`config.mk`:
```
export PLATFORM = sky130hd
export DESIGN_NAME = clock_display_ctrl
export DESIGN_NICKNAME = d
export VERILOG_FILES = /design/src/rtl/clock_display_ctrl.sv
export SDC_FILE = /design/constraint.sdc
export NUM_CORES = 1
export LEC_CHECK = 0
export CAP_MARGIN = 20
export CORE_UTILIZATION = 25
export DETAILED_ROUTE_END_ITERATION = 8
export PLACE_DENSITY_LB_ADDON = 0.1
export SYNTH_ARGS = -nofsm -noshare
export SYNTH_HDL_FRONTEND = slang
export SYNTH_SLANG_ARGS = --single-unit
export TNS_END_PERCENT = 20
```
`constraint.sdc`:
```
create_clock -name clk -period 2.9 [get_ports clk]
set_input_delay 0.29 -clock clk [delete_from_list [all_inputs] [get_ports clk]]
set_output_delay 0.29 -clock clk [all_outputs]
set_load 0.05 [all_outputs]
```
`src/rtl/clock_display_ctrl.sv`:
```
// Clock display controller: 24-hour BCD time-of-day with run/set-hour/set-minute
// modes, an HH:MM or MM:SS view, and decimal-point control for colon flash and
// blinking of the field being set.
//
// Ports:
//   clk       in   system clock (rising edge)
//   rst_n     in   synchronous active-low reset
//   tick_1hz  in   one-cycle pulse per second (advances time in RUN)
//   tick_2hz  in   one-cycle pulse twice per second (blink timebase)
//   btn_mode  in   pulse: RUN -> SET_HR -> SET_MIN -> RUN
//   btn_inc   in   pulse: increment the field being set
//   btn_view  in   pulse: toggle HH:MM / MM:SS view in RUN
//   val3..0   out  BCD digits, val3 leftmost
//   dot3..0   out  decimal point requests
//   mode      out  0 = RUN, 1 = SET_HR, 2 = SET_MIN
module clock_display_ctrl #(
  parameter int unsigned BLINK = 1
) (
  input  logic       clk,
  input  logic       rst_n,
  input  logic       tick_1hz,
  input  logic       tick_2hz,
  input  logic       btn_mode,
  input  logic       btn_inc,
  input  logic       btn_view,
  output logic [3:0] val3,
  output logic [3:0] val2,
  output logic [3:0] val1,
  output logic [3:0] val0,
  output logic       dot3,
  output logic       dot2,
  output logic       dot1,
  output logic       dot0,
  output logic [1:0] mode
);

  typedef enum logic [1:0] {
    ST_RUN     = 2'd0,
    ST_SET_HR  = 2'd1,
    ST_SET_MIN = 2'd2,
    ST_ILLEGAL = 2'd3
  } state_t;

  // Two-digit BCD increment modulo 60; result = {wrapped, tens, units}.
  function automatic logic [8:0] inc60(input logic [3:0] t, input logic [3:0] u);
    logic [8:0] r;
    if (u != 4'd9)      r = {1'b0, t, u + 4'd1};
    else if (t != 4'd5) r = {1'b0, t + 4'd1, 4'd0};
    else                r = {1'b1, 4'd0, 4'd0};
    return r;
  endfunction

  // Two-digit BCD increment modulo 24; result = {tens, units}.
  function automatic logic [7:0] inc24(input logic [3:0] t, input logic [3:0] u);
    logic [7:0] r;
    if (t == 4'd2 && u == 4'd3) r = 8'h00;
    else if (u == 4'd9)         r = {t + 4'd1, 4'd0};
    else                        r = {t, u + 4'd1};
    return r;
  endfunction

  state_t     r_state;
  logic [3:0] r_hr_t, r_hr_u, r_min_t, r_min_u, r_sec_t, r_sec_u;
  logic       r_view;
  logic       r_blink;
  logic [15:0] r_val;
  logic [3:0]  r_dot;
  logic [1:0]  r_mode;

  state_t     w_state_nxt;
  logic [3:0] w_hr_t_nxt, w_hr_u_nxt, w_min_t_nxt, w_min_u_nxt, w_sec_t_nxt, w_sec_u_nxt;
  logic       w_view_nxt;
  logic       w_blink_nxt;
  logic [8:0] w_sec_inc;
  logic [8:0] w_min_inc;
  logic [7:0] w_hr_inc;
  logic       w_show_mmss;
  logic       w_set_dot;
  logic [15:0] w_val;
  logic [3:0]  w_dot;

  assign w_sec_inc = inc60(r_sec_t, r_sec_u);
  assign w_min_inc = inc60(r_min_t, r_min_u);
  assign w_hr_inc  = inc24(r_hr_t, r_hr_u);

  // Next-state and next-time logic; btn_mode always wins over btn_inc.
  always_comb begin
    w_state_nxt = r_state;
    w_hr_t_nxt  = r_hr_t;
    w_hr_u_nxt  = r_hr_u;
    w_min_t_nxt = r_min_t;
    w_min_u_nxt = r_min_u;
    w_sec_t_nxt = r_sec_t;
    w_sec_u_nxt = r_sec_u;
    w_view_nxt  = r_view;
    w_blink_nxt = 1'b0;  // cleared in RUN and on any entry into a set mode
    case (r_state)
      ST_RUN: begin
        if (tick_1hz) begin
          {w_sec_t_nxt, w_sec_u_nxt} = w_sec_inc[7:0];
          if (w_sec_inc[8]) begin
            {w_min_t_nxt, w_min_u_nxt} = w_min_inc[7:0];
            if (w_min_inc[8]) {w_hr_t_nxt, w_hr_u_nxt} = w_hr_inc;
          end
        end
        if (btn_view) w_view_nxt = ~r_view;
        if (btn_mode) w_state_nxt = ST_SET_HR;
      end
      ST_SET_HR: begin
        if (btn_mode) begin
          w_state_nxt = ST_SET_MIN;
        end else begin
          if (btn_inc) {w_hr_t_nxt, w_hr_u_nxt} = w_hr_inc;
          w_blink_nxt = r_blink ^ tick_2hz;
        end
      end
      ST_SET_MIN: begin
        if (btn_mode) begin
          w_state_nxt = ST_RUN;
          w_sec_t_nxt = 4'd0;
          w_sec_u_nxt = 4'd0;
        end else begin
          if (btn_inc) {w_min_t_nxt, w_min_u_nxt} = w_min_inc[7:0];
          w_blink_nxt = r_blink ^ tick_2hz;
        end
      end
      default: w_state_nxt = ST_RUN;
    endcase
  end

  // Display mapping from current internal state; set modes force HH:MM.
  always_comb begin
    w_show_mmss = (r_state == ST_RUN) && r_view;
    w_set_dot   = (BLINK != 0) ? ~r_blink : 1'b1;
    w_val       = w_show_mmss ? {r_min_t, r_min_u, r_sec_t, r_sec_u}
                              : {r_hr_t, r_hr_u, r_min_t, r_min_u};
    w_dot       = 4'b0000;
    case (r_state)
      ST_RUN:     w_dot = {1'b0, ~r_sec_u[0], 2'b00};
      ST_SET_HR:  w_dot = {w_set_dot, w_set_dot, 2'b00};
      ST_SET_MIN: w_dot = {2'b00, w_set_dot, w_set_dot};
      default:    w_dot = 4'b0000;
    endcase
  end

  // State register: FSM state, time, view, blink and registered outputs.
  always_ff @(posedge clk) begin
    if (!rst_n) begin
      r_state <= ST_RUN;
      r_hr_t  <= 4'd0;
      r_hr_u  <= 4'd0;
      r_min_t <= 4'd0;
      r_min_u <= 4'd0;
      r_sec_t <= 4'd0;
      r_sec_u <= 4'd0;
      r_view  <= 1'b0;
      r_blink <= 1'b0;
      r_val   <= 16'h0000;
      r_dot   <= 4'b0000;
      r_mode  <= 2'd0;
    end else begin
      r_state <= w_state_nxt;
      r_hr_t  <= w_hr_t_nxt;
      r_hr_u  <= w_hr_u_nxt;
      r_min_t <= w_min_t_nxt;
      r_min_u <= w_min_u_nxt;
      r_sec_t <= w_sec_t_nxt;
      r_sec_u <= w_sec_u_nxt;
      r_view  <= w_view_nxt;
      r_blink <= w_blink_nxt;
      r_val   <= w_val;
      r_dot   <= w_dot;
      r_mode  <= r_state;
    end
  end

  assign {val3, val2, val1, val0} = r_val;
  assign {dot3, dot2, dot1, dot0} = r_dot;
  assign mode = r_mode;

endmodule

```
==> metrics.txt, run 1 <==
outcome=completed; Syn Nets=approximately 300; DR pass1 iterations=4; worst-path maximum fanout=14; Crit. End Element=flop; kind of critical path=reg2reg; Max Freq=423 MHz; Internal=about 1100 µW; CTS tree=done; CTS Sinks=49; DR vias=between 1500 and 2000; starting DRC count in detailed routing=between 60 and 70; initial antenna violation count=0; DP Wirelength=between 4000 and 5000 µm; wire length per cell=14.5 µm; Initial Util=0.258; row count=35; RSZ-0062 raised after global routing=false; DRC=0; post-route clock skew=0.00683 ns; Final Slew Violations=0; #FFs+latches synth=between 40 and 50; clock insertion delay at the later pin of the skew report=between 0.3 and 0.4 ns; fin util=0.309; first-pass GRT wire length=10100 µm; TNS Setup=0 ns; Total GRT Usage=0.130; Cell variety after synth=between 50 and 60; Routed Antenna Nets=0; FFs w/ async S/R, synth=0; Yosys top cell by area=dfxtp_1; Die Wd=between 90 and 100 µm; hold-fix buffer count after cts=0; area growth from synthesis to layout=20.0%; Yosys top cell area share=0.414; type of origin of the critical path=flop; io pins=29; post_cts resized=0; Die H=roughly 100 µm; period utilisation layout=0.816; fin nets=roughly 320; routability cong.=0.775; Seq pwr share=0.482; Post-Syn Instances=between 200 and 300; Yosys warnings=0; Leak=between 0.0009 and 0.001 µW; setup violators final=0; WL final=between 5000 and 6000 µm; Worst-path clk slew=roughly 0.1 ns; setup ws final=0.533 ns; Fin. Hold Viols=0; H-tree levels=2; Antenna Diode Count=0; vias in the first global route=around 2000; Setup WS pre-CTS=0.541 ns; hold slack=0.516 ns; top cells by area, synth=dfxtp_1 41%, nand2_1 7.1%, a21oi_1 5.9%, ha_1 5.3%, o21ai_0 3.2%; share of layout cells above drive strength 1=0.0598; Logic pwr share=0.164; maximum vdd drop=183 µV; CORE AREA=~0.0092 mm²; Netlist Area Pre-Place=roughly 0.0024 mm²; Hold WC Path Type=reg2reg; Worst R2R Path Depth=6; main flop type after synthesis=dfxtp_1; fin crit period=2.37 ns; pin count of the biggest net entering global routing=24; Tightest Pin Transition=between 0.6 and 0.7 ns; Net Sw Frac=0.294; Switching Power=roughly 440 µW; Post-synth EDFFs=0; clock buffer depth=2; post-DR vias/cell=4.81; P per Cell Area=about 530 mW/mm²; postcts setup bufs=0; clock power share=0.354; Port Buffers=28; CP required=between 3 and 4 ns; Post-Syn Area per Cell=approximately 8.4 µm²; Seq/Total Area, Yosys=0.414; Die Area=0.00987 mm²; CTS root buf=clkbuf_8; relative slew slack=0.540; WP data arrival=2.62 ns; GRT overflow=0; CTS Buf Count=5; # Max-Cap Violations=0; Hold Path Depth=2
## per-layer routing
metal	GRT usage	vias up	wire, µm
met5	0	-	0
met4	0.0452	0	78
met3	0.0288	7	137
met2	0.208	19	2720
met1	0.172	927	3040
li1	-	1030	-
## logic make-up (layout without fill, tap and decap cells)
| logic type | count (synthesis) | in the layout | synth area share |
|---|---|---|---|
| compound gates | 66 | 66 | 0.171 |
| buf+inv | 31 | 51 | 0.0575 |
| flops | 49 | 49 | 0.414 |
| mux | 6 | 6 | 0.0253 |
| xor+xnor | 3 | 3 | 0.0111 |
| simple gates | 116 | 116 | 0.269 |
| fa+ha+maj | 10 | 10 | 0.0528 |
## sequential cells by signal (all words and copies together), names as in the netlist, 3 cells and up
signal	count
r_sec_u	4
r_dot	3
r_hr_t	4
r_min_u	4
r_sec_t	4
r_val	16
r_min_t	4
r_hr_u	4
## path summary, 6_finish.rpt
| path | start | slack, ns | endpoint |
|---|---|---|---|
| setup reg to reg | r_state[1] | 0.53 | r_sec_u[2] |
| setup / recovery | r_state[1] | 0.53 | r_sec_u[2] |
| hold / removal | r_sec_t[0] | 0.52 | r_val[4] |
| hold reg to reg | r_sec_t[0] | 0.52 | r_val[4] |
## power groups by stage
| stage | registers [µW] | logic [µW] | clock network (µW) |
|---|---|---|---|
| CTS | 728 | 251 | 546 |
| global route | 734 | 276 | 571 |
| finish | 727 | 248 | 533 |
| global placement | 742 | 250 | 0 |
| floorplan | 766 | 156 | 0 |
| detailed placement | 743 | 250 | 0 |
## cells in the final DEF (no fill, tap or decap), types with 2 or more instances in the layout
master           instances
dfxtp_1                 49
nand2_1                 45
a21oi_1                 28
clkdlybuf4s50_1         28
o21ai_0                 15
inv_1                   10
ha_1                    10
nor2_1                   9
nand3_1                  7
mux2i_1                  6
clkbuf_8                 6
nand2b_1                 5
or4_1                    5
nor2b_1                  4
and3b_1                  4
or4b_1                   4
nor3b_1                  4
nor3_1                   4
nand4_1                  4
buf_4                    4
nand4b_1                 3
nand3b_1                 3
nor4_1                   3
or3_1                    3
o22ai_1                  3
a31o_2                   2
xnor2_1                  2
a31oi_1                  2
o21a_1                   2
o311ai_0                 2
and2b_1                  2
or2_2                    2
and2_1                   2
o21bai_1                 2
## synthesized netlist by cell type, drive strengths merged, types with 3 or more instances
library cell / number
nand3: 7
or4: 5
buf: 5
o21ai: 15
ha: 10
or4b: 4
nor4: 3
nor2: 9
nand4: 4
nor3: 4
mux2i: 6
inv: 10
nand3b: 3
and3b: 4
nand2b: 5
nor2b: 4
o22ai: 3
nand2: 45
clkbuf: 15
a21oi: 28
nand4b: 3
dfxtp: 49
nor3b: 4
or3: 3
## worst max-delay path: stages, from the launching register on
cell and delay [ns]:
dfxtp_1 0.35, inv_1 0.10, ha_1 0.45, inv_1 0.15, or4_1 0.62, or3b_2 0.49
a21oi_1 0.15
## stage by stage
| step | area, µm² | std cells | power, µW |
|---|---|---|---|
| global placement | 2720 | 404 | 992 |
| CTS | 2840 | 412 | 1530 |
| detailed placement | 2720 | 404 | 993 |
| finish | 2840 | 412 | 1510 |
| floorplan | 2370 | 281 | 921 |
| global route | 2840 | 412 | 1580 |
## area by class of cell
type / count / area, µm²
clock inverter: 2 / 37.5
fill: 984 / 6350
clock buffer: 6 / 82.6
sequential: 49 / 981
tap: 111 / 139
inverter: 11 / 41.3
multi-input combinational: 201 / 1250
timing repair buffer: 32 / 310
No activity file was read; power rests on OpenSTA's default activity.
==> run 2, diff against run 1 <==
==> constraint.sdc (replaced) <==
create_clock -name clk -period 2 [get_ports clk]
set_input_delay 0.2 -clock clk [delete_from_list [all_inputs] [get_ports clk]]
set_output_delay 0.2 -clock clk [all_outputs]
set_load 0.05 [all_outputs]
==> metrics.txt, run 2 (synthesis gave the netlist of run 1 again) <==
Hold Path Depth=2 (unchanged); Die Wd=99.4 µm (unchanged); starting DRC count in detailed routing=68 (+3.0%); GRT overflow=0 (unchanged); clock insertion delay at the later pin of the skew report=0.31 ns (about the same); most frequent cells in the layout=46 x dfxtp_1, 45 x nand2_1, 41 x buf_4; CP cell instances=or4b_4, o41a_1, or4b_1, a21oi_1; routability cong.=0.795 (+2.6%); commonest non-fill, non-tap cell in the layout=dfxtp_1; fin crit period=2.06 ns (-0.311 ns); share of layout cells above drive strength 1=0.209 (+0.150); kind of critical path=reg2reg; type of origin of the critical path=flop; WL final=6630 µm (+11%); CP required=2.25 ns (-0.90 ns); DR vias=2205 (+11%); vias in the first global route=2103 (+6.8%); CTS root buf=clkbuf_8; WP data arrival=2.30 ns (-0.32 ns); Routed Antenna Nets=0 (unchanged); DP Wirelength=4550 µm (+9.9%); CP peak stage delay=0.55 ns (-0.07 ns); H-tree levels=2 (unchanged); CTS Sinks=49 (unchanged); row count=35 (unchanged); P per Cell Area=679 mW/mm² (+28%); DRC=0 (unchanged); fin nets=355 (+12%); RSZ-0062 raised after global routing=true; CORE AREA=0.00920 mm² (unchanged); maximum vdd drop=291 µV (+59%); post-route cell area=0.00317 mm² (+12%); reg2reg setup slack=-0.06 ns (-0.59 ns); most used routing layer=met2; Die H=99.4 µm (unchanged); Port Buffers=28 (unchanged); GR Layer Usage met3=0.0288 (unchanged); post-route clock skew=0.00934 ns (+0.00251 ns); fillers=1000 (+1.6%); Reg with most FFs=r_val; Final Slew Violations=0 (unchanged); # Max-Cap Violations=0 (unchanged); period utilisation layout=1.03 (+0.212); Largest register FFs=16 (unchanged); area growth from synthesis to layout=33.8%; clock buffer depth=2 (unchanged); setup ws final=-0.0553 ns (-0.589 ns); Fin. Hold Viols=0 (unchanged); Hold WC Path Type=reg2reg; CTS tree=done; io pins=29 (unchanged); FF-to-FF Start=r_min_u[1]; Crit. End Element=flop; pin count of the biggest net entering global routing=24 (unchanged); final total power=2150 µW (+43%); Initial Util=0.258 (unchanged); hold path endpoint=r_val[7]; area of the multi-input gates=0.00134 mm² (+6.7%); Tightest Pin Transition=0.506 ns (-0.177 ns); CTS Buf Count=5 (unchanged); met1 usage=0.194 (+0.0219); wire length per cell=14.7 µm (+1.5%); Die Area=0.00987 mm² (unchanged); Antenna Diode Count=0 (unchanged); Worst-path clk slew=0.10 ns (about the same); Max Freq=487 MHz (+15%); Leak=0.00115 µW (+19%); outcome=finished, violations left; Total GRT Usage=0.142 (+0.0122); Setup WS pre-CTS=-0.207 ns (-0.749 ns); met2 Use GR=0.226 (+0.0187); DP Area=0.00301 mm² (+10%); register area=985 µm² (+0.38%); worst-path maximum fanout=5 (-9); R2R Path End=r_hr_u[1]; relative slew slack=0.662 (+0.122); Worst path slowest cell=or4b_4; postcts setup bufs=0 (unchanged); Worst R2R Path Depth=4 (-2); setup violators final=2 (+2); initial antenna violation count=0 (unchanged); hold-fix buffer count after cts=0 (unchanged); violated checks=negative setup slack; hold slack=0.511 ns (-0.00499 ns); post-DR vias/cell=4.90 (+1.8%); first-pass GRT wire length=10900 µm (+7.7%); DR pass1 iterations=4 (unchanged); Hold Startpoint=r_sec_t[3]
==> run 2: cell type report <==
| cell class | count | share of cell area |
|---|---|---|
| multi-input combinational | 202 | 0.421 |
| sequential | 49 | 0.310 |
| timing repair buffer | 69 | 0.185 |
| tap | 111 | 0.0438 |
| clock buffer | 6 | 0.0229 |
| inverter | 11 | 0.0130 |
| clock inverter | 2 | 0.00316 |
==> run 2: repair_timing <==
action,4_1_cts,5_1_grt
resized for setup,5,14
pin swaps,3,1
cloned,1,0
endpoints found under the setup margin,4,18
==> run 2: how the worst max path moves through the flow <==
stage | from | end | slack (ns) | cells past startpoint
6_report | r_min_u[1] | r_hr_u[1] | -0.06 | 4
5_1_grt | r_min_u[1] | r_hr_u[0] | -0.08 | 4
4_1_cts | r_min_u[1] | r_hr_u[1] | -0.03 | 4
3_5_place_dp | tick_1hz | r_hr_t[3] | -0.21 | 6
3_3_place_gp | tick_1hz | r_hr_t[3] | -0.18 | 6
2_1_floorplan | r_min_u[2] | r_hr_u[3] | -0.003 | 6
==> run 2: per-layer routing <==
metal / wire [µm] / up-vias / share of wire
met1: 3460 / 1073 / 0.52
met4: 70 / 0 / 0.011
li1: - / 1106 / -
met2: 2950 / 21 / 0.44
met5: 0 / - / 0
met3: 153 / 5 / 0.023
==> run 2: through the flow <==
stage / setup TNS, ns / utilization / instances
after global placement: -1.06 / 0.327 / 441
after detailed placement: -1.26 / 0.327 / 441
after CTS: -0.0520 / 0.339 / 450
after floorplan: -0.00604 / - / 281
final: -0.104 / 0.345 / 450
after global routing: -0.234 / 0.345 / 450
==> run 2: power breakdown <==
group / internal (µW) / switching (µW)
Sequential: 1020 / 22.3
Combinational: 214 / 296
Clock: 244 / 360
Total: 1470 / 679
==> run 2: worst max-delay path: cells and delay by family, from the launching register on <==
kind / cells / cell delay [ns]
AND/OR/NAND/NOR: 2 / 1.04
flip-flops: 1 / 0.33
AO/OA/AOI/OAI: 2 / 0.63
==> run 3, diff against run 2 <==
--- a/config.mk
+++ b/config.mk
@@ -8,6 +8,7 @@
 export CAP_MARGIN = 20
 export CORE_UTILIZATION = 25
 export DETAILED_ROUTE_END_ITERATION = 8
+export GPL_TIMING_DRIVEN = 0
 export PLACE_DENSITY_LB_ADDON = 0.1
 export SYNTH_ARGS = -nofsm -noshare
 export SYNTH_HDL_FRONTEND = slang
==> metrics.txt, run 3 (synthesis gave the netlist of run 1 again) <==
hold-fix buffer count after cts=0 (unchanged); Worst R2R Path Depth=5 (+1); clock buffer depth=2 (unchanged); row count=35 (unchanged); Hold Startpoint=r_sec_t[3]; Hold Path Depth=2 (unchanged); violated checks=negative setup slack; worst path bufs/invs=1 (+1); DP Wirelength=4410 µm (-3.0%); commonest non-fill, non-tap cell in the layout=nand2_1; Hold WC Path Type=reg2reg; TNS Setup=-0.523 ns (-0.419 ns); Final Slew Violations=0 (unchanged); Worst-path clk slew=0.09 ns (about the same); CTS Sinks=49 (unchanged); DR pass1 iterations=4 (unchanged); RSZ-0062 raised after global routing=true; Initial Util=0.258 (unchanged); Routed Antenna Nets=0 (unchanged); FF-to-FF Start=r_min_u[2]; relative slew slack=0.636 (-0.0252); period utilisation layout=1.08 (+0.0485); kind of critical path=reg2reg; # Max-Cap Violations=0 (unchanged); Die Area=0.00987 mm² (unchanged); most frequent cells in the layout=45 x nand2_1, 42 x dfxtp_1, 28 x clkdlybuf4s50_1; CP peak stage delay=0.50 ns (-0.05 ns); Leak=0.00105 µW (-7.9%); Largest register FFs=16 (unchanged); wire length per cell=14.7 µm (-0.23%); CTS Buf Count=5 (unchanged); reg2reg setup slack=-0.15 ns (-0.10 ns); CP Depth=5 (+1); crit path from=r_min_u[2]; P per Cell Area=696 mW/mm² (+2.5%); post-DR vias/cell=4.86 (-0.79%); CTS tree=done; DR vias=2105 (-4.5%); Worst path slowest cell=or4b_4; fin nets=338 (-4.8%); CP cell instances=or4b_4, o41a_1, buf_6, or4b_1, nand3_1; Die H=99.4 µm (unchanged); CP required=2.24 ns (about the same); starting DRC count in detailed routing=69 (+1.5%); area growth from synthesis to layout=30.1%; WL final=6360 µm (-4.0%); Die Wd=99.4 µm (unchanged); clock insertion delay at the later pin of the skew report=0.30 ns (about the same); pin count of the biggest net entering global routing=15 (-38%); io pins=29 (unchanged); vias in the first global route=2045 (-2.8%); Max Freq=465 MHz (-4.5%); fin crit period=2.15 ns (+0.0969 ns); outcome=finished, violations left; Tightest Pin Transition=0.540 ns (+0.0337 ns); Crit. End Element=flop; post-route clock skew=0.00651 ns (-0.00283 ns); worst-path maximum fanout=6 (+1); share of layout cells above drive strength 1=0.165 (-0.0448); Port Buffers=28 (unchanged); type of origin of the critical path=flop; CTS root buf=clkbuf_8; Antenna Diode Count=0 (unchanged); H-tree levels=2 (unchanged); Reg with most FFs=r_val; CORE AREA=0.00920 mm² (unchanged); maximum vdd drop=268 µV (-7.8%); R2R Path End=r_hr_t[3]; fin util=0.335 (-0.00952); setup violators final=9 (+7); Total GRT Usage=0.140 (-0.00218); delay-heaviest family, CP=simple AND/OR/NAND/NOR gates; Fin. Hold Viols=0 (unchanged); routability cong.=0.687 (-14%); DRC=0 (unchanged); initial antenna violation count=0 (unchanged); setup ws final=-0.152 ns (-0.0969 ns); hold path endpoint=r_val[7]; GRT overflow=0 (unchanged); first-pass GRT wire length=10800 µm (-0.70%); WP data arrival=2.40 ns (+0.10 ns)
run 3: changes by cell type in the layout (fill, tap and decap cells not counted), moves of 2 or more:
| cell | change |
|---|---|
| buf_4 | -30 |
| clkbuf_1 | +9 |
| dfxtp_1 | -4 |
| dfxtp_4 | +4 |
| o21ai_0 | -3 |
| o21ai_1 | +3 |
| clkbuf_8 | +2 |
| inv_1 | -2 |
| inv_2 | +2 |
| nor3_2 | -2 |
| nor3_4 | +2 |
run 3: worst max-delay path by stage:
stage / to / slack [ns]
global route: r_hr_t[3] / -0.20
detailed placement: r_sec_t[2] / -0.43
floorplan: r_hr_u[3] / -0.003
global placement: r_sec_t[2] / -0.43
CTS: r_hr_t[3] / -0.09
finish: r_hr_t[3] / -0.15
run 3: layout make-up:
| type | count | area (µm²) |
|---|---|---|
| Fill cell | 990 | 6110 |
| Multi-Input combinational cell | 201 | 1370 |
| Sequential cell | 49 | 1000 |
| Timing Repair Buffer | 37 | 348 |
| Tap cell | 111 | 139 |
| Clock buffer | 7 | 96.3 |
| Buffer | 16 | 87.6 |
| Inverter | 11 | 41.3 |
| Clock inverter | 1 | 5.00 |
run 3: routing by layer:
| metal | global-route usage | routed length [µm] |
|---|---|---|
| met5 | 0 | 0 |
| met4 | 0.0407 | 60 |
| met3 | 0.0253 | 163 |
| met2 | 0.220 | 2920 |
| met1 | 0.196 | 3220 |
run 3: per-stage QoR:
step | cell area [µm²] | power, µW | setup slack [ns] | hold slack [ns] | instances
floorplan | 2380 | 1340 | -0.00284 | 0.277 | 281
global placement | 2800 | 1470 | -0.427 | 0.497 | 420
detailed placement | 2800 | 1470 | -0.428 | 0.496 | 420
CTS | 2980 | 2170 | -0.0910 | 0.509 | 430
global route | 3080 | 2280 | -0.202 | 0.542 | 433
finish | 3080 | 2150 | -0.152 | 0.500 | 433
run 3: power breakdown:
| part | switching (µW) | internal, µW |
|---|---|---|
| Combinational | 269 | 168 |
| Clock | 340 | 314 |
| Sequential | 42.6 | 1010 |
| Total | 652 | 1490 |
run 3: what timing repair did:
| action | 4_1_cts | 5_1_grt |
|---|---|---|
| pin swaps | 4 | 5 |
| buffers inserted | 5 | 4 |
| resized for setup | 19 | 25 |
| setup endpoints to repair | 19 | 20 |
run 3: tightest hold or removal path, stage by stage (launching register included):
cell	delay (ns)
dfxtp_1	0.34
nand2_1	0.06
a21oi_1	0.05
